`config.mk`:
```
export PLATFORM = sky130hd
export DESIGN_NAME = id_ex_reg
export DESIGN_NICKNAME = d
export VERILOG_FILES = /design/src/rtl/id_ex_reg_pkg.sv /design/src/rtl/id_ex_reg_pipe_reg_en_clr.sv /design/src/rtl/id_ex_reg.sv
export SDC_FILE = /design/constraint.sdc
export NUM_CORES = 1
export LEC_CHECK = 0
export CORE_MARGIN = 10
export CORE_UTILIZATION = 40
export DETAILED_ROUTE_END_ITERATION = 7
export PLACE_DENSITY = 0.85
export SLEW_MARGIN = 20
export SYNTH_ARGS = -nofsm -noshare
export SYNTH_HDL_FRONTEND = slang
export SYNTH_SLANG_ARGS = --single-unit
```
`constraint.sdc`:
```
create_clock -name clk -period 0.9 [get_ports clk]
set_input_delay 0.135 -clock clk [delete_from_list [all_inputs] [get_ports clk]]
set_output_delay 0.135 -clock clk [all_outputs]
set_load 0.02 [all_outputs]
```
`src/rtl/id_ex_reg_pkg.sv`:
```
// Shared definitions for the ID/EX pipeline register: default widths, the
// always-execute condition code, shifter encodings and the packed control
// group loaded into the E stage.
package id_ex_reg_pkg;

    localparam int DATA_W_DEF = 32;
    localparam int RA_W_DEF   = 4;

    localparam logic [3:0] COND_AL = 4'hE;

    typedef enum logic [1:0] {
        SH_LSL = 2'b00,
        SH_LSR = 2'b01,
        SH_ASR = 2'b10,
        SH_ROR = 2'b11
    } shift_t;

    // Decoder control bits travelling with the instruction, plus its valid flag.
    typedef struct packed {
        logic       reg_w;
        logic       mem_to_reg;
        logic       alu_src;
        logic       write_src;
        logic       alu_op;
        logic       branch;
        logic       mem_w;
        logic [1:0] imm_src;
        logic [2:0] reg_src;
        logic [4:0] shamt;
        logic [1:0] shift_ctrl;
        logic [3:0] cond;
        logic [1:0] flag_write;
        logic [3:0] alu_control;
        logic       pred_taken;
        logic       valid;
    } ctrl_t;

    // A bubble writes nothing, resolves no branch and carries the AL condition.
    localparam ctrl_t CTRL_BUBBLE = '{cond: COND_AL, default: '0};

endpackage

```
`src/rtl/id_ex_reg_pipe_reg_en_clr.sv`:
```
// Width-parameterised pipeline flop: async active-low reset and synchronous
// clear both load CLR_VAL; clear outranks enable.
module pipe_reg_en_clr #(
    parameter int           W       = 1,
    parameter logic [W-1:0] CLR_VAL = '0
) (
    input  logic         clk_i,
    input  logic         rst_ni,
    input  logic         en_i,
    input  logic         clr_i,
    input  logic [W-1:0] d_i,
    output logic [W-1:0] q_o
);

    logic [W-1:0] data_q;

    // Reset/clear to the bubble value, otherwise load when enabled.
    always_ff @(posedge clk_i or negedge rst_ni) begin
        if (!rst_ni) begin
            data_q <= CLR_VAL;
        end else if (clr_i) begin
            data_q <= CLR_VAL;
        end else if (en_i) begin
            data_q <= d_i;
        end
    end

    assign q_o = data_q;

endmodule

```
`src/rtl/id_ex_reg.sv`:
```
// ID/EX pipeline register. Flush loads a bubble, stall holds, otherwise the
// decode-stage fields are captured on the rising edge.
// Optional macro IDEX_PERF_CNT_EN adds a saturating count of flush edges on
// BubbleCnt; without it BubbleCnt is tied to zero.
module id_ex_reg
    import id_ex_reg_pkg::*;
#(
    parameter int DATA_W = DATA_W_DEF,
    parameter int RA_W   = RA_W_DEF
) (
    input  logic              clk,
    input  logic              rst_n,
    input  logic              StallE,
    input  logic              FlushE,
    input  logic              RegWD,
    input  logic              MemtoRegD,
    input  logic              ALUSrcD,
    input  logic              WriteSrcD,
    input  logic              ALUOpD,
    input  logic              BranchD,
    input  logic              MemWD,
    input  logic [1:0]        ImmSrcD,
    input  logic [2:0]        RegSrcD,
    input  logic [4:0]        shamtD,
    input  logic [1:0]        shiftControlD,
    input  logic [3:0]        CondD,
    input  logic [1:0]        FlagWriteD,
    input  logic [3:0]        ALUControlD,
    input  logic              PredTakenD,
    input  logic [DATA_W-1:0] RD1D,
    input  logic [DATA_W-1:0] RD2D,
    input  logic [DATA_W-1:0] ExtImmD,
    input  logic [DATA_W-1:0] PCPlus4D,
    input  logic [RA_W-1:0]   RA1D,
    input  logic [RA_W-1:0]   RA2D,
    input  logic [RA_W-1:0]   WA3D,
    input  logic              RA1D_valid,
    input  logic              RA2D_valid,
    input  logic              WA3D_valid,
    output logic              RegWE,
    output logic              MemtoRegE,
    output logic              ALUSrcE,
    output logic              WriteSrcE,
    output logic              ALUOpE,
    output logic              BranchE,
    output logic              MemWE,
    output logic [1:0]        ImmSrcE,
    output logic [2:0]        RegSrcE,
    output logic [4:0]        shamtE,
    output logic [1:0]        shiftControlE,
    output logic [3:0]        CondE,
    output logic [1:0]        FlagWriteE,
    output logic [3:0]        ALUControlE,
    output logic              PredTakenE,
    output logic [DATA_W-1:0] RD1E,
    output logic [DATA_W-1:0] RD2E,
    output logic [DATA_W-1:0] ExtImmE,
    output logic [DATA_W-1:0] PCPlus4E,
    output logic [RA_W-1:0]   RA1E,
    output logic [RA_W-1:0]   RA2E,
    output logic [RA_W-1:0]   WA3E,
    output logic              RA1E_valid,
    output logic              RA2E_valid,
    output logic              WA3E_valid,
    output logic              ValidE,
    output logic [31:0]       BubbleCnt
);

    localparam int DATA_GRP_W = 4 * DATA_W;
    localparam int ADDR_GRP_W = 3 * RA_W + 3;

    ctrl_t                 ctrl_d, ctrl_q;
    logic [DATA_GRP_W-1:0] data_d, data_q;
    logic [ADDR_GRP_W-1:0] addr_d, addr_q;

    // Gather decoder controls; anything loaded from D is a real instruction.
    always_comb begin
        ctrl_d             = CTRL_BUBBLE;
        ctrl_d.reg_w       = RegWD;
        ctrl_d.mem_to_reg  = MemtoRegD;
        ctrl_d.alu_src     = ALUSrcD;
        ctrl_d.write_src   = WriteSrcD;
        ctrl_d.alu_op      = ALUOpD;
        ctrl_d.branch      = BranchD;
        ctrl_d.mem_w       = MemWD;
        ctrl_d.imm_src     = ImmSrcD;
        ctrl_d.reg_src     = RegSrcD;
        ctrl_d.shamt       = shamtD;
        ctrl_d.shift_ctrl  = shiftControlD;
        ctrl_d.cond        = CondD;
        ctrl_d.flag_write  = FlagWriteD;
        ctrl_d.alu_control = ALUControlD;
        ctrl_d.pred_taken  = PredTakenD;
        ctrl_d.valid       = 1'b1;
    end

    assign data_d = {RD1D, RD2D, ExtImmD, PCPlus4D};
    assign addr_d = {RA1D, RA2D, WA3D, RA1D_valid, RA2D_valid, WA3D_valid};

    pipe_reg_en_clr #(.W($bits(ctrl_t)), .CLR_VAL(CTRL_BUBBLE)) u_ctrl_reg (
        .clk_i  (clk),
        .rst_ni (rst_n),
        .en_i   (~StallE),
        .clr_i  (FlushE),
        .d_i    (ctrl_d),
        .q_o    (ctrl_q)
    );

    pipe_reg_en_clr #(.W(DATA_GRP_W), .CLR_VAL('0)) u_data_reg (
        .clk_i  (clk),
        .rst_ni (rst_n),
        .en_i   (~StallE),
        .clr_i  (FlushE),
        .d_i    (data_d),
        .q_o    (data_q)
    );

    pipe_reg_en_clr #(.W(ADDR_GRP_W), .CLR_VAL('0)) u_addr_reg (
        .clk_i  (clk),
        .rst_ni (rst_n),
        .en_i   (~StallE),
        .clr_i  (FlushE),
        .d_i    (addr_d),
        .q_o    (addr_q)
    );

    assign RegWE         = ctrl_q.reg_w;
    assign MemtoRegE     = ctrl_q.mem_to_reg;
    assign ALUSrcE       = ctrl_q.alu_src;
    assign WriteSrcE     = ctrl_q.write_src;
    assign ALUOpE        = ctrl_q.alu_op;
    assign BranchE       = ctrl_q.branch;
    assign MemWE         = ctrl_q.mem_w;
    assign ImmSrcE       = ctrl_q.imm_src;
    assign RegSrcE       = ctrl_q.reg_src;
    assign shamtE        = ctrl_q.shamt;
    assign shiftControlE = ctrl_q.shift_ctrl;
    assign CondE         = ctrl_q.cond;
    assign FlagWriteE    = ctrl_q.flag_write;
    assign ALUControlE   = ctrl_q.alu_control;
    assign PredTakenE    = ctrl_q.pred_taken;
    assign ValidE        = ctrl_q.valid;

    assign {RD1E, RD2E, ExtImmE, PCPlus4E} = data_q;
    assign {RA1E, RA2E, WA3E, RA1E_valid, RA2E_valid, WA3E_valid} = addr_q;

`ifdef IDEX_PERF_CNT_EN
    logic [31:0] bubble_cnt_q, bubble_cnt_d;

    // One count per flush edge, sticking at all-ones.
    always_comb begin
        bubble_cnt_d = bubble_cnt_q;
        if (FlushE && (bubble_cnt_q != 32'hFFFF_FFFF)) begin
            bubble_cnt_d = bubble_cnt_q + 32'd1;
        end
    end

    // Counter state, cleared by reset.
    always_ff @(posedge clk or negedge rst_n) begin
        if (!rst_n) begin
            bubble_cnt_q <= '0;
        end else begin
            bubble_cnt_q <= bubble_cnt_d;
        end
    end

    assign BubbleCnt = bubble_cnt_q;
`else
    assign BubbleCnt = '0;
`endif

endmodule
```
; ---- After elaboration in Yosys (flattened, before gate mapping)
; Index checks and enable logic that the tools add are counted.
[word_totals]
regBits = 174
out_inout_bits = 206
elab_cells = 10
[op_classes]
muxes = 6
eq_ne = 1
[ops]
columns = op, n
row1 = 2-to-1 mux 128 bit, 2
row2 = 2-to-1 mux 31 bit, 2
row3 = 2-to-1 mux 15 bit, 2
row4 = inequality test 2 x 1 -> 1 bit (second input constant), 1

; ---- Longest topological paths before layout
[logic_depth]
depth_word = 2
depth_mapped = 5

; ---- Hierarchy
; Synthesis repeated with hierarchy kept, for this count alone.
[hier_totals]
cells_unflattened = 595
hier_area_um2 = 7444.6
[modules_own_cells]
columns = mod, cells_each, area_per_inst_um2, n_inst
row1 = pipe_reg_en_clr (u_data_reg), 412, 5292.6, 1
row2 = pipe_reg_en_clr (u_ctrl_reg), 100, 1283.7, 1
row3 = pipe_reg_en_clr (u_addr_reg), 48, 616.8, 1
row4 = id_ex_reg, 35, 251.5, 1

; ---- Worst setup path before layout
; OpenSTA, ideal clock, no wires.
[synth_path]
path_type = input port to flip-flop
start = in StallE
end = reg u_data_reg.data_q[100] (netlist: u_data_reg.q_o[100])
t_required_ps = 768
arrival_ps = 757
n_path_buf = 3
cell_stages = 5
setup_slack_ps = 11
cell_sequence = buf_6 buf_12 buf_8 mux2i_1 nor2_1
[synth_via]
elab_chain_cells = 1
[synth_rtl]
columns = element, line
row1 = start: declaration, id_ex_reg.sv:13  ; input logic StallE,
row2 = inequality test 2 x 1 -> 1 bit (no line), --
row3 = end signal: assignment, id_ex_reg_pipe_reg_en_clr.sv:24  ; data_q <= d_i;
row4 = end: declaration, id_ex_reg_pipe_reg_en_clr.sv:15  ; logic [W-1:0] data_q;
; No other way between the ends.
; A chain may end at the register's enable or synchronous reset.

; ---- Final worst setup path
[layout_path]
start = reg u_ctrl_reg.data_q[9] (netlist: u_ctrl_reg.q_o[9])
end = out CondE[1]
[layout_rtl]
columns = element, line
row1 = start: declaration, id_ex_reg_pipe_reg_en_clr.sv:15
row2 = start signal: assignment, id_ex_reg_pipe_reg_en_clr.sv:24
row3 = end: declaration, id_ex_reg.sv:51  ; output logic [3:0] CondE,
; No word-level cell between the ends.

==> metrics.md <==
| Metric | Value |
|---|---|
| Flop pwr share | `0.412` |
| CP required | `0.76 ns` |
| Final setup fails | `around 180` |
| Crit share post-route | `1.35` |
| Clock sinks | `174` |
| H-tree depth | `4` |
| Nature of the critical path endpoint | `primary output` |
| Violated checks | `setup timing` |
| Drt pass-1 iters | `6` |
| Multi-input logic area | `2530 sq um` |
| Chip width | `~160 microns` |
| Initial antenna violation count | `1` |
| Final wirelength | `approximately 26000 microns` |
| Crit-path max cell delay | `0.54 ns` |
| Final min period | `1.21 ns` |
| Die Area | `24300 sq um` |
| IO Port Bufs | `350` |
| Clock root buffer | `clkbuf_16` |
| Switching share of power | `0.262` |
| Flop-to-flop setup slack | `-0.12 ns` |
| Clock group share of total power | `0.379` |
| Synth-to-layout area growth | `71.4%` |
| YS warnings | `0` |
| Drt wl/cell | `between 20 and 25 microns` |
| Adder-Cell Fraction of Synth Area | `0` |
| Hold crit path type | `input pin to register` |
| Highest-count cells in the layout ignoring fill and taps | `187 x buf_6, 173 x clkdlybuf4s50_1, 171 x dfrtp_1, 170 x nor2_1, 165 x mux2i_1` |
| Sw Pwr | `5.47 mW` |
| Final hold viol count | `0` |
| Clock-pin slew on the worst setup and hold paths | `0.06 ns` |
| I/O pin cnt | `383` |
| Crit Path Max Fanout | `2` |
| Final Non-Filler Cells | `1283` |
| Vert. Die Dim | `between 150 and 200 microns` |
| Register Area | `4360 sq um` |
| Most common cell after layout, fill and taps aside | `buf_6` |
| Clock latency on the worst-skew pair | `approximately 0.42 ns` |
| Dpl ws | `-0.361 ns` |
| Register area share after synthesis | `0.591` |
| Synth Area in Simple Gates | `0.0891` |
| GP Congestion | `~0.80` |
| Worst clock skew | `0 ns` |
| Max Cap Viol | `0` |
| First-pass GRT wire length | `~37000 microns` |
| GR Util All Layers | `0.198` |
| CP bufs+invs | `1` |
| Peak supply drop | `1370 uV` |
| Row count | `49` |
| Iteration-0 DRC Markers | `185` |
| Setup TNS | `-33.42 ns` |
| XOR/XNOR Fraction of Synth Area | `0` |
| Synth Cell Area | `7370 sq um` |
| GR Util met2 | `0.343` |
| Dpl hpwl | `18200 microns` |
| Slew Limit Fails | `0` |
| Combinational fraction of design power | `0.208` |
| Placed Cells | `1173` |
| Syn Inst Count | `594` |
| Outcome | `finished, violations left` |
| Critical path's slowest cell | `dfstp_2` |
| Synth Register Bits | `174` |
| Syn_area_per_cell | `~12 sq um` |
| TritonCTS clock tree | `done` |
| Power Dens Cells | `1650 nW/um^2` |
| Post-synthesis mux area share | `0.231` |
| Arr. time, crit path | `1.08 ns` |
| Total CTS buffers | `17` |
| DR vias | `6068` |
| CORE AREA | `18000 sq um` |
| Met1 Use GR | `0.211` |
| Largest family of logic cells by synthesized area | `multiplexers` |
| Vias/cell | `4.73` |
| WS Path Type | `register to primary output` |
| Initial Utilization | `0.409` |
| Global route hottest layer | `met2` |
| Clock buffer depth | `2` |
| Crit path max-delay family | `flip-flops` |
| Synth Area in Compound Gates | `0.00424` |
| Fmax | `823 MHz` |
| Overall Power | `20.9 mW` |
| CP startpoint kind | `register` |
| Largest net degree at the start of global routing | `63` |
| Setup ws final | `-0.315 ns` |
| Met3 Use GR | `0.0739` |
| CP Cell Sequence | `buf_6` |
| Layout cells sized above 1 | `0.313` |
| Nets | `1218` |
| Synth unique cells | `15` |
| # DRC | `0` |
| Internal Power | `15.4 mW` |
| Grt ovf | `0` |
| Fillers | `1184` |
| DRT antenna net count | `0` |
| Leak | `roughly 6.5 nW` |
| RSZ-0062 raised after global routing | `true` |
| Vias in the first global route | `6464` |
==> flip-flops by register name, indices dropped and copies added, names as in the netlist <==
name,count
u_data_reg.q_o,128
u_ctrl_reg.q_o,31
u_addr_reg.q_o,15
==> Yosys cell counts <==
| library cell | number | area share |
|---|---|---|
| dfrtp_1 | 171 | 0.58 |
| mux2i_1 | 170 | 0.23 |
| nor2_1 | 170 | 0.087 |
| buf_4 | 33 | 0.034 |
| buf_8 | 15 | 0.031 |
| clkbuf_1 | 12 | 0.0061 |
| buf_2 | 7 | 0.0048 |
| a211o_1 | 3 | 0.0036 |
| dfstp_2 | 3 | 0.011 |
| nor2b_1 | 3 | 0.0025 |
| buf_12 | 2 | 0.0054 |
| buf_6 | 2 | 0.0031 |
| a21oi_1 | 1 | 0.00068 |
| conb_1 | 1 | 0.00051 |
| inv_1 | 1 | 0.00051 |
==> path summary, 6_finish.rpt <==
| path | startpoint | endpoint | depth (start not counted) |
|---|---|---|---|
| worst max-delay path | u_ctrl_reg.q_o[9] | CondE[1] | 1 |
| worst min-delay path | FlushE | u_addr_reg.q_o[1] | 2 |
| worst max register to register | u_ctrl_reg.q_o[4] | u_ctrl_reg.q_o[4] | 4 |
| worst min register to register | u_data_reg.q_o[11] | u_data_reg.q_o[11] | 2 |
| max in group asynchronous | rst_n | u_ctrl_reg.q_o[10] | 3 |
| min in group asynchronous | rst_n | u_data_reg.q_o[8] | 2 |
==> power groups by stage <==
stage | Combinational, mW | Sequential (mW) | Clock [mW]
2_1_floorplan | 1.27 | 9.19 | 0
3_3_place_gp | 3.87 | 8.62 | 0
3_5_place_dp | 3.92 | 8.64 | 0
4_1_cts | 4.17 | 8.59 | 8.07
5_1_grt | 4.63 | 8.65 | 8.43
6_report | 4.35 | 8.61 | 7.92
==> layer usage <==
layer	vias up	routed length, microns
li1	2779	-
met1	2967	9410
met5	-	0
met2	272	13500
met4	0	813
met3	50	2080
==> stage by stage <==
step / hold WS, ns / util / cell area [sq um]
after floorplan: -0.161 / - / 7490
after global placement: 0.0220 / 0.617 / 11100
after detailed placement: 0.0195 / 0.617 / 11100
after CTS: 0.000259 / 0.681 / 12300
after global routing: 0.0117 / 0.701 / 12600
final: 0.0162 / 0.701 / 12600
==> logic make-up after synthesis <==
family	Yosys count
AO/OA/AOI/OAI	4
buffers and inverters	72
AND/OR/NAND/NOR	173
multiplexers	170
other	1
flip-flops	174
==> what timing repair did <==
item                                    in CTS  in global routing
resized for setup                         1042                 17
buffers inserted                            37                 48
pin swaps                                    0                 16
endpoints found under the setup margin     174                190
hold buffers                                 2                  0
endpoints found under the hold margin      172                  0
==> area by class of cell <==
type                       instances  area share
antenna                            1    0.000198
clock buffer                      20      0.0354
timing repair buffer             468       0.382
inverter                           1    0.000297
multi-input combinational        379       0.200
tap                              229      0.0227
clock inverter                    11      0.0144
sequential                       174       0.345
No activity file was read; power rests on OpenSTA's default activity.
